--- config.mk ---
export PLATFORM = sky130hd
export DESIGN_NAME = mem_request_unit_flat
export DESIGN_NICKNAME = d
export VERILOG_FILES = /design/src/rtl/mem_request_unit_if.sv /design/src/rtl/mem_request_unit.sv /design/src/flat_wrapper.sv
export SDC_FILE = /design/constraint.sdc
export NUM_CORES = 1
export LEC_CHECK = 0
export CORE_UTILIZATION = 40
export DETAILED_ROUTE_END_ITERATION = 10
export PLACE_DENSITY = 0.8
export SLEW_MARGIN = 5
export SYNTH_ARGS = -nofsm -noshare
export SYNTH_HDL_FRONTEND = slang
export SYNTH_SLANG_ARGS = --single-unit
--- constraint.sdc ---
create_clock -name clk -period 1.85 [get_ports clk]
set_input_delay 0.555 -clock clk [delete_from_list [all_inputs] [get_ports clk]]
set_output_delay 0.555 -clock clk [all_outputs]
set_load 0.01 [all_outputs]
--- src/rtl/mem_request_unit_if.sv ---
// mem_request_unit_if
// Data-memory request/response bus between mem_request_unit and the memory.
//
// Signals:
//   dmem_req    request valid, held for the whole access
//   dmem_we     1 = write, 0 = read
//   dmem_addr   byte address, stable while dmem_req=1
//   dmem_wdata  store data, stable while dmem_req=1
//   dmem_ack    one-cycle completion pulse from memory
//   dmem_rdata  load data, valid together with dmem_ack
//
// Modports:
//   master  request side (mem_request_unit)
//   slave   memory side
interface mem_request_unit_if;
    logic        dmem_req;
    logic        dmem_we;
    logic [31:0] dmem_addr;
    logic [31:0] dmem_wdata;
    logic        dmem_ack;
    logic [31:0] dmem_rdata;

    modport master (
        output dmem_req,
        output dmem_we,
        output dmem_addr,
        output dmem_wdata,
        input  dmem_ack,
        input  dmem_rdata
    );

    modport slave (
        input  dmem_req,
        input  dmem_we,
        input  dmem_addr,
        input  dmem_wdata,
        output dmem_ack,
        output dmem_rdata
    );
endinterface

--- src/rtl/mem_request_unit.sv ---
// mem_request_unit
// Turns a load/store from the address-calculation stage into a data-memory
// request, stalls upstream while the access is outstanding, and hands the
// result to the memory-writeback register with a one-cycle done pulse.
//
// Ports:
//   clk            single clock, rising edge
//   reset          synchronous, active-high
//   req_valid      upstream access valid
//   mem_read_in    access is a load
//   mem_write_in   access is a store (wins if both are set)
//   addr_in        byte address
//   write_data_in  store data
//   dmem           mem_request_unit_if.master data-memory bus
//   stall_out      hold upstream register (ISSUE/WAIT)
//   done_out       one-cycle completion pulse (RESP)
//   read_data_out  captured load data, 0 for stores and timeouts
//   error_out      timeout abort flag, pulsed with done_out
//
// Optional feature:
//   MEM_TIMEOUT_EN  when defined, an access that receives no ack within
//                   TIMEOUT_CYCLES ISSUE/WAIT cycles is aborted with error_out.
module mem_request_unit #(
    parameter int TIMEOUT_CYCLES = 16
) (
    input  logic                clk,
    input  logic                reset,
    input  logic                req_valid,
    input  logic                mem_read_in,
    input  logic                mem_write_in,
    input  logic [31:0]         addr_in,
    input  logic [31:0]         write_data_in,
    mem_request_unit_if.master  dmem,
    output logic                stall_out,
    output logic                done_out,
    output logic [31:0]         read_data_out,
    output logic                error_out
);

    typedef enum logic [1:0] {
        IDLE,
        ISSUE,
        WAIT,
        RESP
    } state_t;

    state_t      state;
    state_t      state_next;

    logic        busy;
    logic        accept;
    logic        timeout_hit;
    logic        we_q;
    logic [31:0] addr_q;
    logic [31:0] wdata_q;
    logic [31:0] read_data_q;
    logic        err_q;

    // A new access can only be taken when nothing is outstanding; a valid
    // with neither read nor write set is not an access at all.
    assign busy   = (state == ISSUE) || (state == WAIT);
    assign accept = req_valid && (mem_read_in || mem_write_in) &&
                    ((state == IDLE) || (state == RESP));

`ifdef MEM_TIMEOUT_EN
    localparam int CountWidth = $clog2(TIMEOUT_CYCLES + 1);

    logic [CountWidth-1:0] wait_count;

    // Counts the ISSUE/WAIT cycles of the current access; restarted on accept.
    always_ff @(posedge clk) begin
        if (reset) begin
            wait_count <= '0;
        end else if (accept) begin
            wait_count <= '0;
        end else if (busy) begin
            wait_count <= wait_count + 1'b1;
        end
    end

    // The last permitted request cycle ends the access unless the memory
    // acknowledges in that same cycle; an ack always wins.
    assign timeout_hit = busy && !dmem.dmem_ack &&
                         (wait_count == CountWidth'(TIMEOUT_CYCLES - 1));
`else
    assign timeout_hit = 1'b0;
`endif

    // State register.
    always_ff @(posedge clk) begin
        if (reset) begin
            state <= IDLE;
        end else begin
            state <= state_next;
        end
    end

    // Next-state logic: acks are only meaningful while a request is out.
    always_comb begin
        state_next = state;
        case (state)
            IDLE: begin
                if (accept) begin
                    state_next = ISSUE;
                end
            end
            ISSUE, WAIT: begin
                if (dmem.dmem_ack || timeout_hit) begin
                    state_next = RESP;
                end else begin
                    state_next = WAIT;
                end
            end
            RESP: begin
                if (accept) begin
                    state_next = ISSUE;
                end else begin
                    state_next = IDLE;
                end
            end
            default: state_next = IDLE;
        endcase
    end

    // Request registers: loaded only on accept so the bus stays stable for
    // the whole access. Both read and write set is treated as a write.
    always_ff @(posedge clk) begin
        if (reset) begin
            addr_q  <= '0;
            wdata_q <= '0;
            we_q    <= 1'b0;
        end else if (accept) begin
            addr_q  <= addr_in;
            wdata_q <= write_data_in;
            we_q    <= mem_write_in;
        end
    end

    // Response capture: loads keep the returned data, stores and aborted
    // accesses leave zero. The value holds until the next completion.
    always_ff @(posedge clk) begin
        if (reset) begin
            read_data_q <= '0;
            err_q       <= 1'b0;
        end else if (busy && dmem.dmem_ack) begin
            read_data_q <= we_q ? 32'h0 : dmem.dmem_rdata;
            err_q       <= 1'b0;
        end else if (timeout_hit) begin
            read_data_q <= 32'h0;
            err_q       <= 1'b1;
        end
    end

    assign dmem.dmem_req   = busy;
    assign dmem.dmem_we    = we_q;
    assign dmem.dmem_addr  = addr_q;
    assign dmem.dmem_wdata = wdata_q;

    assign stall_out     = busy;
    assign done_out      = (state == RESP);
    assign read_data_out = read_data_q;

`ifdef MEM_TIMEOUT_EN
    assign error_out = (state == RESP) && err_q;
`else
    assign error_out = 1'b0;
`endif

endmodule

--- src/flat_wrapper.sv ---
// flat-port wrapper written by rule: the top's interface ports become plain ports
module mem_request_unit_flat 
#(
    parameter int TIMEOUT_CYCLES = 16
)
  (clk, reset, req_valid, mem_read_in, mem_write_in, addr_in, write_data_in, stall_out, done_out, read_data_out, error_out, dmem_dmem_req, dmem_dmem_we, dmem_dmem_addr, dmem_dmem_wdata, dmem_dmem_ack, dmem_dmem_rdata);
  mem_request_unit_if dmem_i ();
  input  logic clk;
  input  logic reset;
  input  logic req_valid;
  input  logic mem_read_in;
  input  logic mem_write_in;
  input  logic [31:0] addr_in;
  input  logic [31:0] write_data_in;
  output logic stall_out;
  output logic done_out;
  output logic [31:0] read_data_out;
  output logic error_out;
  output wire logic [$bits(dmem_i.dmem_req)-1:0] dmem_dmem_req;
  output wire logic [$bits(dmem_i.dmem_we)-1:0] dmem_dmem_we;
  output wire logic [$bits(dmem_i.dmem_addr)-1:0] dmem_dmem_addr;
  output wire logic [$bits(dmem_i.dmem_wdata)-1:0] dmem_dmem_wdata;
  input wire logic [$bits(dmem_i.dmem_ack)-1:0] dmem_dmem_ack;
  input wire logic [$bits(dmem_i.dmem_rdata)-1:0] dmem_dmem_rdata;
  assign dmem_dmem_req = dmem_i.dmem_req;
  assign dmem_dmem_we = dmem_i.dmem_we;
  assign dmem_dmem_addr = dmem_i.dmem_addr;
  assign dmem_dmem_wdata = dmem_i.dmem_wdata;
  assign dmem_i.dmem_ack = dmem_dmem_ack;
  assign dmem_i.dmem_rdata = dmem_dmem_rdata;
  mem_request_unit #(.TIMEOUT_CYCLES(TIMEOUT_CYCLES)) u_core (.clk(clk), .reset(reset), .req_valid(req_valid), .mem_read_in(mem_read_in), .mem_write_in(mem_write_in), .addr_in(addr_in), .write_data_in(write_data_in), .dmem(dmem_i), .stall_out(stall_out), .done_out(done_out), .read_data_out(read_data_out), .error_out(error_out));
endmodule
; ---- Word level (Yosys, flattened, before mapping)
; Index checks and enable logic that the tools add are counted.
; Widths: inputs -> output; s select.
[classes]
muxes = 5
n_eq_ne = 4
reduce_logical = 8
[ops]
columns = cell, n
row1 = $mux 32, 1
row2 = $pmux 2 s3, 1
row3 = $eq 2x2->1 const B, 2
row4 = $logic_and 1x1->1, 3
row5 = $logic_or 1x1->1, 3
row6 = $eq 2x1->1 const B, 1
row7 = $logic_not 2->1, 1
row8 = $mux 1, 2
row9 = $mux 2, 1
row10 = $ne 2x1->1 const B, 1
row11 = $reduce_or 2->1, 1
[word_totals]
regBits = 99
input_bits = 102
elab_cells = 22
output_inout_bits = 101

; ---- Logic depth before layout (Yosys ltp)
[depth]
ltp_word = 5
depth_mapped = 8
mapped_depth_nobuf = 5

; ---- Worst setup path after synthesis
; Ideal clock, no wire load.
[synth_timing]
path_kind = reg-to-reg
start = register u_core.state[0]
end = register u_core.wdata_q[21] (netlist: u_core.dmem.dmem_wdata[21])
path_buffers = 3
setup_slack_ns = 0.329
path_stages_with_launch = 9
arrival_ns = 1.450
t_required_ns = 1.780
setup_time_ns = 0.070
period_less_slack_ns = 1.521
path_cell_list = dfxtp_1 > inv_1 > ha_1 > buf_4 > inv_2 > buf_6 > buf_4 > nand3_2 > a21oi_2
[synth_via]
elab_chain_cells = 3
word_cells_on_any_way = 4
classes_between = eq/ne (1) / reduce/logical (3)
[synth_lines]
columns = item, line
row1 = start: declaration, mem_request_unit.sv:47  ; state_t state;
row2 = start signal: assignment, mem_request_unit.sv:94  ; state <= state_next;
row3 = $eq 2x2->1 / $logic_not 2->1 (equally long branches), mem_request_unit.sv:63  ; ((state == IDLE) || (state == RESP));
row4 = $logic_or 1x1->1 *, mem_request_unit.sv:63
row5 = $logic_and 1x1->1 *, mem_request_unit.sv:62  ; assign accept = req_valid && (mem_read_in || mem_write_in) &&
row6 = end signal: assignment, mem_request_unit.sv:134  ; wdata_q <= write_data_in;
row7 = end: declaration, mem_request_unit.sv:55  ; logic [31:0] wdata_q;
; Every way passes the cells marked *; elsewhere a longest branch is shown, timed or not.
; A chain may end at the register's enable or synchronous reset.

; ---- Worst setup path after layout
[layout_timing]
start = register u_core.wdata_q[30] (netlist: u_core.dmem.dmem_wdata[30])
end = output port dmem_dmem_wdata[30]
[layout_rtl]
columns = item, line
row1 = end: declaration, flat_wrapper.sv:22  ; output wire logic [$bits(dmem_i.dmem_wdata)-1:0] dmem_dmem_wdata;
; No word-level cell between the ends.

==> results <==
[report_power, final]
part | switching, W | internal [W] | total (W)
combinational | 0.00233 | 0.00183 | 0.00416
clock | 0.000737 | 0.000798 | 0.00154
sequential | 0.000223 | 0.00259 | 0.00281
[what timing repair did]
item	4_1_cts	5_1_grt
resized for setup	22	23
endpoints found under the setup margin	61	23
pin swaps	1	0
[per-layer routing]
metal,up-vias,share of wire (%)
met5,-,0
met4,0,1.9
met3,19,8.2
met2,169,49
met1,2017,41
li1,2000,-
[final timing paths]
path	from	to	slack (ps)	depth (start not counted)
setup / recovery	u_core.dmem.dmem_wdata[30]$_SDFFE_PP0P_	dmem_dmem_wdata[30]	40	1
hold / removal	u_core.read_data_out[5]$_SDFFE_PP0P_	u_core.read_data_out[5]$_SDFFE_PP0P_	450	2
setup reg to reg	u_core.state[0]$_SDFFE_PP0P_	u_core.read_data_out[27]$_SDFFE_PP0P_	130	6
hold reg to reg	u_core.read_data_out[5]$_SDFFE_PP0P_	u_core.read_data_out[5]$_SDFFE_PP0P_	450	2
[cells by family after synthesis]
| kind of cell | Yosys count | synth area share, % |
|---|---|---|
| compound gates | 168 | 22.0 |
| simple gates | 134 | 19.7 |
| flops | 99 | 48.6 |
| buf+inv | 59 | 8.66 |
| fa+ha+maj | 3 | 0.921 |
| other cells | 1 | 0.0920 |
[cell usage in the layout, fill, tap and decap left out]
master / instances
buf_12: 8
nand4b_1: 32
buf_4: 12
o21a_2: 1
clkinv_2: 1
o21ai_0: 39
clkbuf_8: 10
clkinvlp_4: 2
ha_4: 1
bufinv_16: 2
nand3_2: 11
nand2_1: 34
dlymetal6s2s_1: 23
clkinv_4: 1
nor3_1: 1
clkdlybuf4s50_1: 169
conb_1: 1
a21oi_1: 89
a21oi_2: 10
inv_2: 1
inv_1: 3
o21ai_4: 1
dfxtp_1: 97
buf_2: 3
nand3_1: 56
dfxtp_2: 2
buf_6: 2
o21ai_1: 27
ha_1: 2
dlygate4sd2_1: 5
a311oi_2: 1
[stage by stage]
step,TNS [ps],std cells
after CTS,0,780
after global routing,-14.3,780
after floorplan,0,464
after global placement,-1150,764
after detailed placement,-5480,764
final,0,780
[registers in the layout (all words and copies together), names as in the netlist]
| signal | flops |
|---|---|
| u_core.read_data_out | 32 |
| u_core.state | 2 |
| u_core.dmem.dmem_addr | 32 |
| u_core.dmem.dmem_wdata | 32 |
| u_core.dmem.dmem_we | 1 |
[cell type report]
cell class / count / area share [%]
clock inverters: 6 / 1.37
well taps: 133 / 2.57
inverters: 4 / 0.232
multi-input cells: 306 / 27.2
repair buffers: 222 / 35.8
flip-flops and latches: 99 / 30.7
clock buffers: 10 / 2.13
==> flow_summary.json <==
{
  "grt-busiest-layer": "met2",
  "synthesis.nets": 569,
  "syn2layout_area_growth_pct": 58.6,
  "critPathTopFamily": "buffers and inverters",
  "htreeDepth": 3,
  "antenna_found_initial": 0,
  "drt_iter0_markers": 127,
  "crit_path_max_fanout": 2,
  "grtUsageMet1_pct": 26.5,
  "met2_usage_pct": 39.7,
  "tritoncts": "yes",
  "vias": 4205,
  "multi_input_area_um2": 1760,
  "max_freq_mhz": 551,
  "dr.pass1.iters": 5,
  "start_util_pct": 41.5,
  "cts_buffers": 9,
  "grtUsageTotal_pct": 22.7,
  "worstPathCellList": "clkdlybuf4s50_1",
  "powerDensity_nw_per_um2": 1320,
  "nFillCells": 813,
  "required_ps": 1290,
  "synth.distinct_cells": 23,
  "syn_area_per_cell_um2": 8.78,
  "clock-sinks": 99,
  "status": "complete, no violations",
  "cp-end-kind": "output pin",
  "cts_setup_buffers": 0,
  "final-seq-area_um2": 1980,
  "placed_area_um2": 6180,
  "num_antenna_cells": 0,
  "cts-root-buf": "clkbuf_8",
  "met3_usage_pct": 5.49,
  "ys_seq_area_share_pct": 48.6,
  "ant_nets": 0,
  "die_w_um": 103,
  "setup_violations": 0,
  "hold_violations": 0,
  "drc_errors": 0,
  "wire_per_inst_um": 16.1,
  "path_buf_inv": 1,
  "ios": 203,
  "ys_seq_elements": 99,
  "finalWirelength_um": 12600,
  "core_um2": 9820,
  "skew_ps": 10.8,
  "period_share_pct": 98.1,
  "grt_max_degree": 50,
  "pre_cts_slack_ps": -146,
  "grt_pass1_wl_um": 18800,
  "fin_nets": 747,
  "clk_pin_slew_worst_paths_ps": 90,
  "min_path_type": "reg2reg",
  "synthCells": 464,
  "arrival_ps": 1260,
  "synth_area_leaders": "dfxtp_1 49%, a21oi_1 11%, nand3_1 6.9%",
  "netlist_area_um2": 4080,
  "synth_edf_count": 0,
  "clock_path_buffers": 2,
  "clock_latency_ps": 360,
  "final_cell_area_um2": 6460,
  "io_buffers": 201,
  "slowest_delay_ps": 560,
  "grt.overflow.total": 0,
  "whs_ps": 452,
  "die_h_um": 103,
  "synthTopCellsByCount": "99 x dfxtp_1, 89 x a21oi_1, 56 x nand3_1, 39 x o21ai_0, 34 x nand2_1",
  "ys.flop_type": "dfxtp_1",
  "total_power_w": 0.00851,
  "synth-async-reset-ratio_pct": 0,
  "slowest_stage": "clkdlybuf4s50_1",
  "finish.utilization_pct": 65.8,
  "yosysTopAreaCellShare_pct": 48.6,
  "ir_drop_uv": 804,
  "hpwl_um": 8520,
  "drive_above_1_share_pct": 10.7,
  "setup_slack_ps": 35.7,
  "vias_per_cell": 5.39,
  "crit_type": "reg2out",
  "first_global_vias": 3935,
  "yosys.area.top_type": "dfxtp_1",
  "maxSlewViolCount": 0,
  "cts_hold_buf": 0,
  "globalplace.congestion": 0.735,
  "min_period_ps": 1810,
  "synth.most_common_cell": "dfxtp_1",
  "yosysWarnings": 0,
  "startpoint_type": "register",
  "cap_viol_max_count": 0,
  "row_count": 36,
  "leakage_nw": 2.59,
  "dieArea_um2": 10600
}
(Power assumes the default switching activity.)
==> variant (config.mk and constraints unchanged) <==
Add a define of `MEM_TIMEOUT_EN`.
--- a/src/rtl/mem_request_unit.sv
+++ b/src/rtl/mem_request_unit.sv
@@ -20,6 +20,8 @@
 // Optional feature:
 //   MEM_TIMEOUT_EN  when defined, an access that receives no ack within
 //                   TIMEOUT_CYCLES ISSUE/WAIT cycles is aborted with error_out.
+`define MEM_TIMEOUT_EN
+
 module mem_request_unit #(
     parameter int TIMEOUT_CYCLES = 16
 ) (
Behaviour: same outputs for any inputs over 10 cycles, from zero or initial values and one cycle with reset high; that may be too few to reach the edited logic, so the function may still have changed.
==> variant against the original RTL <==
Via count shrank 3.4%. Critical endpoint is now dmem_dmem_wdata[10]. Hold slack gained 26 ps. Design area grew 1.6%. Total power shrank 12%. Routed wire length shrank 5.1%. Sequential share of layout area grew 1.3 points. Worst setup slack lost 2.3 ps. Critical path depth is the same. Synthesized cell count shrank 2.4%. Synthesized area shrank 2.0%. Sequential cell count grew 6. Register-to-register slack lost 20 ps.
==> variant: results (changes against the original RTL) <==
clk_lat worst skew=370 ps; Post-Syn Nets=560 (-1.6%); Peak VDD IR=0.556 mV (-31%); post-CTS setup buffer count=0 (unchanged); largest net degree at the start of global routing=48 (-4.0%); clk buf depth=2 (unchanged); filler instances=793 (-2.5%); crit-path max cell delay=560 ps (about the same); Vias/cell=5.24 (-2.8%); asr flop ratio synth=0% (unchanged); outcome=finished clean; sw power=2460 µW (-25%); Tot GR Track Use=22.5% (-0.28 points); Yosys warning total=0 (unchanged); clk root buf=clkbuf_8; first-pass iteration count of the detailed router=4 (-1); Seq/Total Area, Yosys=52.6% (+4.0 points); Hold Crit Class=reg -> reg; critical path arrival=1260 ps (about the same); top_reg_cell synth=dfxtp_1; Crit-path slowest cell=clkdlybuf4s50_1; htree depth=3 (unchanged); RD Place Congestion=0.764 (+3.9%); top cells by count, synth=dfxtp_1, a21oi_1, nand3_1, o21ai_0, nor2_1; cts bufs inserted=9 (unchanged); share of cells above drive strength 1=8.26% (-2.4 points); Crit path max-delay family=buffers and inverters; WL final=11900 µm (-5.1%); Yosys cell types=34 (+48%); initial antenna violation count=0 (unchanged); first-pass GRT wire length=18200 µm (-3.2%); worst-path maximum fanout=2 (unchanged); antenna cells=0 (unchanged); Post-DP HPWL=8360 µm (-1.9%); ranking of synthesized cells by area=dfxtp_1, a21oi_1, nand3_1, o21ai_0, a22oi_1; Worst-path clk slew=90 ps (about the same); IO Port Bufs=202 (+0.50%); vias in the first global route=3866 (-1.8%); clk_skew=11.7 ps (+0.916 ps); Initial DRC Count=216 (+70%); P_leak=0.00307 µW (+19%); worst slew pin tran=480 ps; NumNets Final=744 (-0.40%)
variant: changes by cell type in the layout (fill, tap and decap cells not counted), sizes merged, moves of 3 or more:
cell           unedited run  this run
dfxtp                    99       105
nand4b                   32         0
a21oi                    99        67
nor3                      1         4
dlymetal6s2s             23        43
clkdlybuf4s50           169       147
a22oi                     0        32
nand2                    34         2
nor2                      0        35
variant: layout make-up:
class	count	area (µm²)	area share, %
clock inverters	6	90.1	1.37
repair buffers	222	2400	36.6
multi-input cells	295	1660	25.3
inverters	4	15.0	0.229
clock buffers	10	128	1.94
well taps	133	166	2.53
flip-flops and latches	105	2100	32.0
variant: power groups by stage:
stage               combinational, µW  clock, µW  sequential [µW]
floorplan                        1370          0             3070
global placement                 3010          0             2890
detailed placement               3080          0             2910
CTS                              3100       1600             2870
global route                     3310       1690             2900
finish                           3050       1550             2860
variant: stage by stage:
step	total power, µW	hold WS (ps)	std cells	setup slack [ps]	area (µm²)
2_1_floorplan	4440	483	453	282	3990
3_3_place_gp	5890	459	759	-35.0	6220
3_5_place_dp	5990	466	759	-54.0	6220
4_1_cts	7560	480	775	0.952	6450
5_1_grt	7900	500	775	-0.416	6570
6_report	7460	478	775	33.5	6570
variant: cell families (layout without fill, tap and decap cells):
kind of cell | Yosys count | count (layout) | share of synthesized area (%)
buf+inv | 53 | 242 | 6.71
compound gates | 171 | 171 | 24.3
fa+ha+maj | 5 | 5 | 1.57
flops | 105 | 105 | 52.6
simple gates | 115 | 115 | 13.9
mux | 1 | 1 | 0.251
xor+xnor | 3 | 3 | 0.658
variant: worst paths after layout:
kind         slack (ps)                        from  cells after the start                    endpoint
max                  30  u_core.dmem.dmem_wdata[10]                      1         dmem_dmem_wdata[10]
max reg2reg         110             u_core.state[1]                      7   u_core.dmem.dmem_wdata[9]
min reg2reg         480  u_core.dmem.dmem_wdata[30]                      2  u_core.dmem.dmem_wdata[30]
min                 480  u_core.dmem.dmem_wdata[30]                      2  u_core.dmem.dmem_wdata[30]
variant: timing repair:
| action | CTS | global route |
|---|---|---|
| pin swaps | 1 | 0 |
| setup endpoints to repair | 65 | 48 |
| gates resized for setup | 30 | 47 |
| hold buffers | 0 | 0 |
| hold endpoints to repair | 0 | 0 |
variant: routing by layer:
metal  track usage [%]  vias up  wire length [µm]
met1              26.5     1916              4840
li1                  -     1970                 -
met4              11.9        0               301
met2              37.6      154              5910
met3              5.81       23               885
met5                 0        -                 0
variant: worst min-delay path, cell delays in order, from the launching register on:
cell     delay, ps
dfxtp_1        310
o21ai_0         60
a21oi_1         60
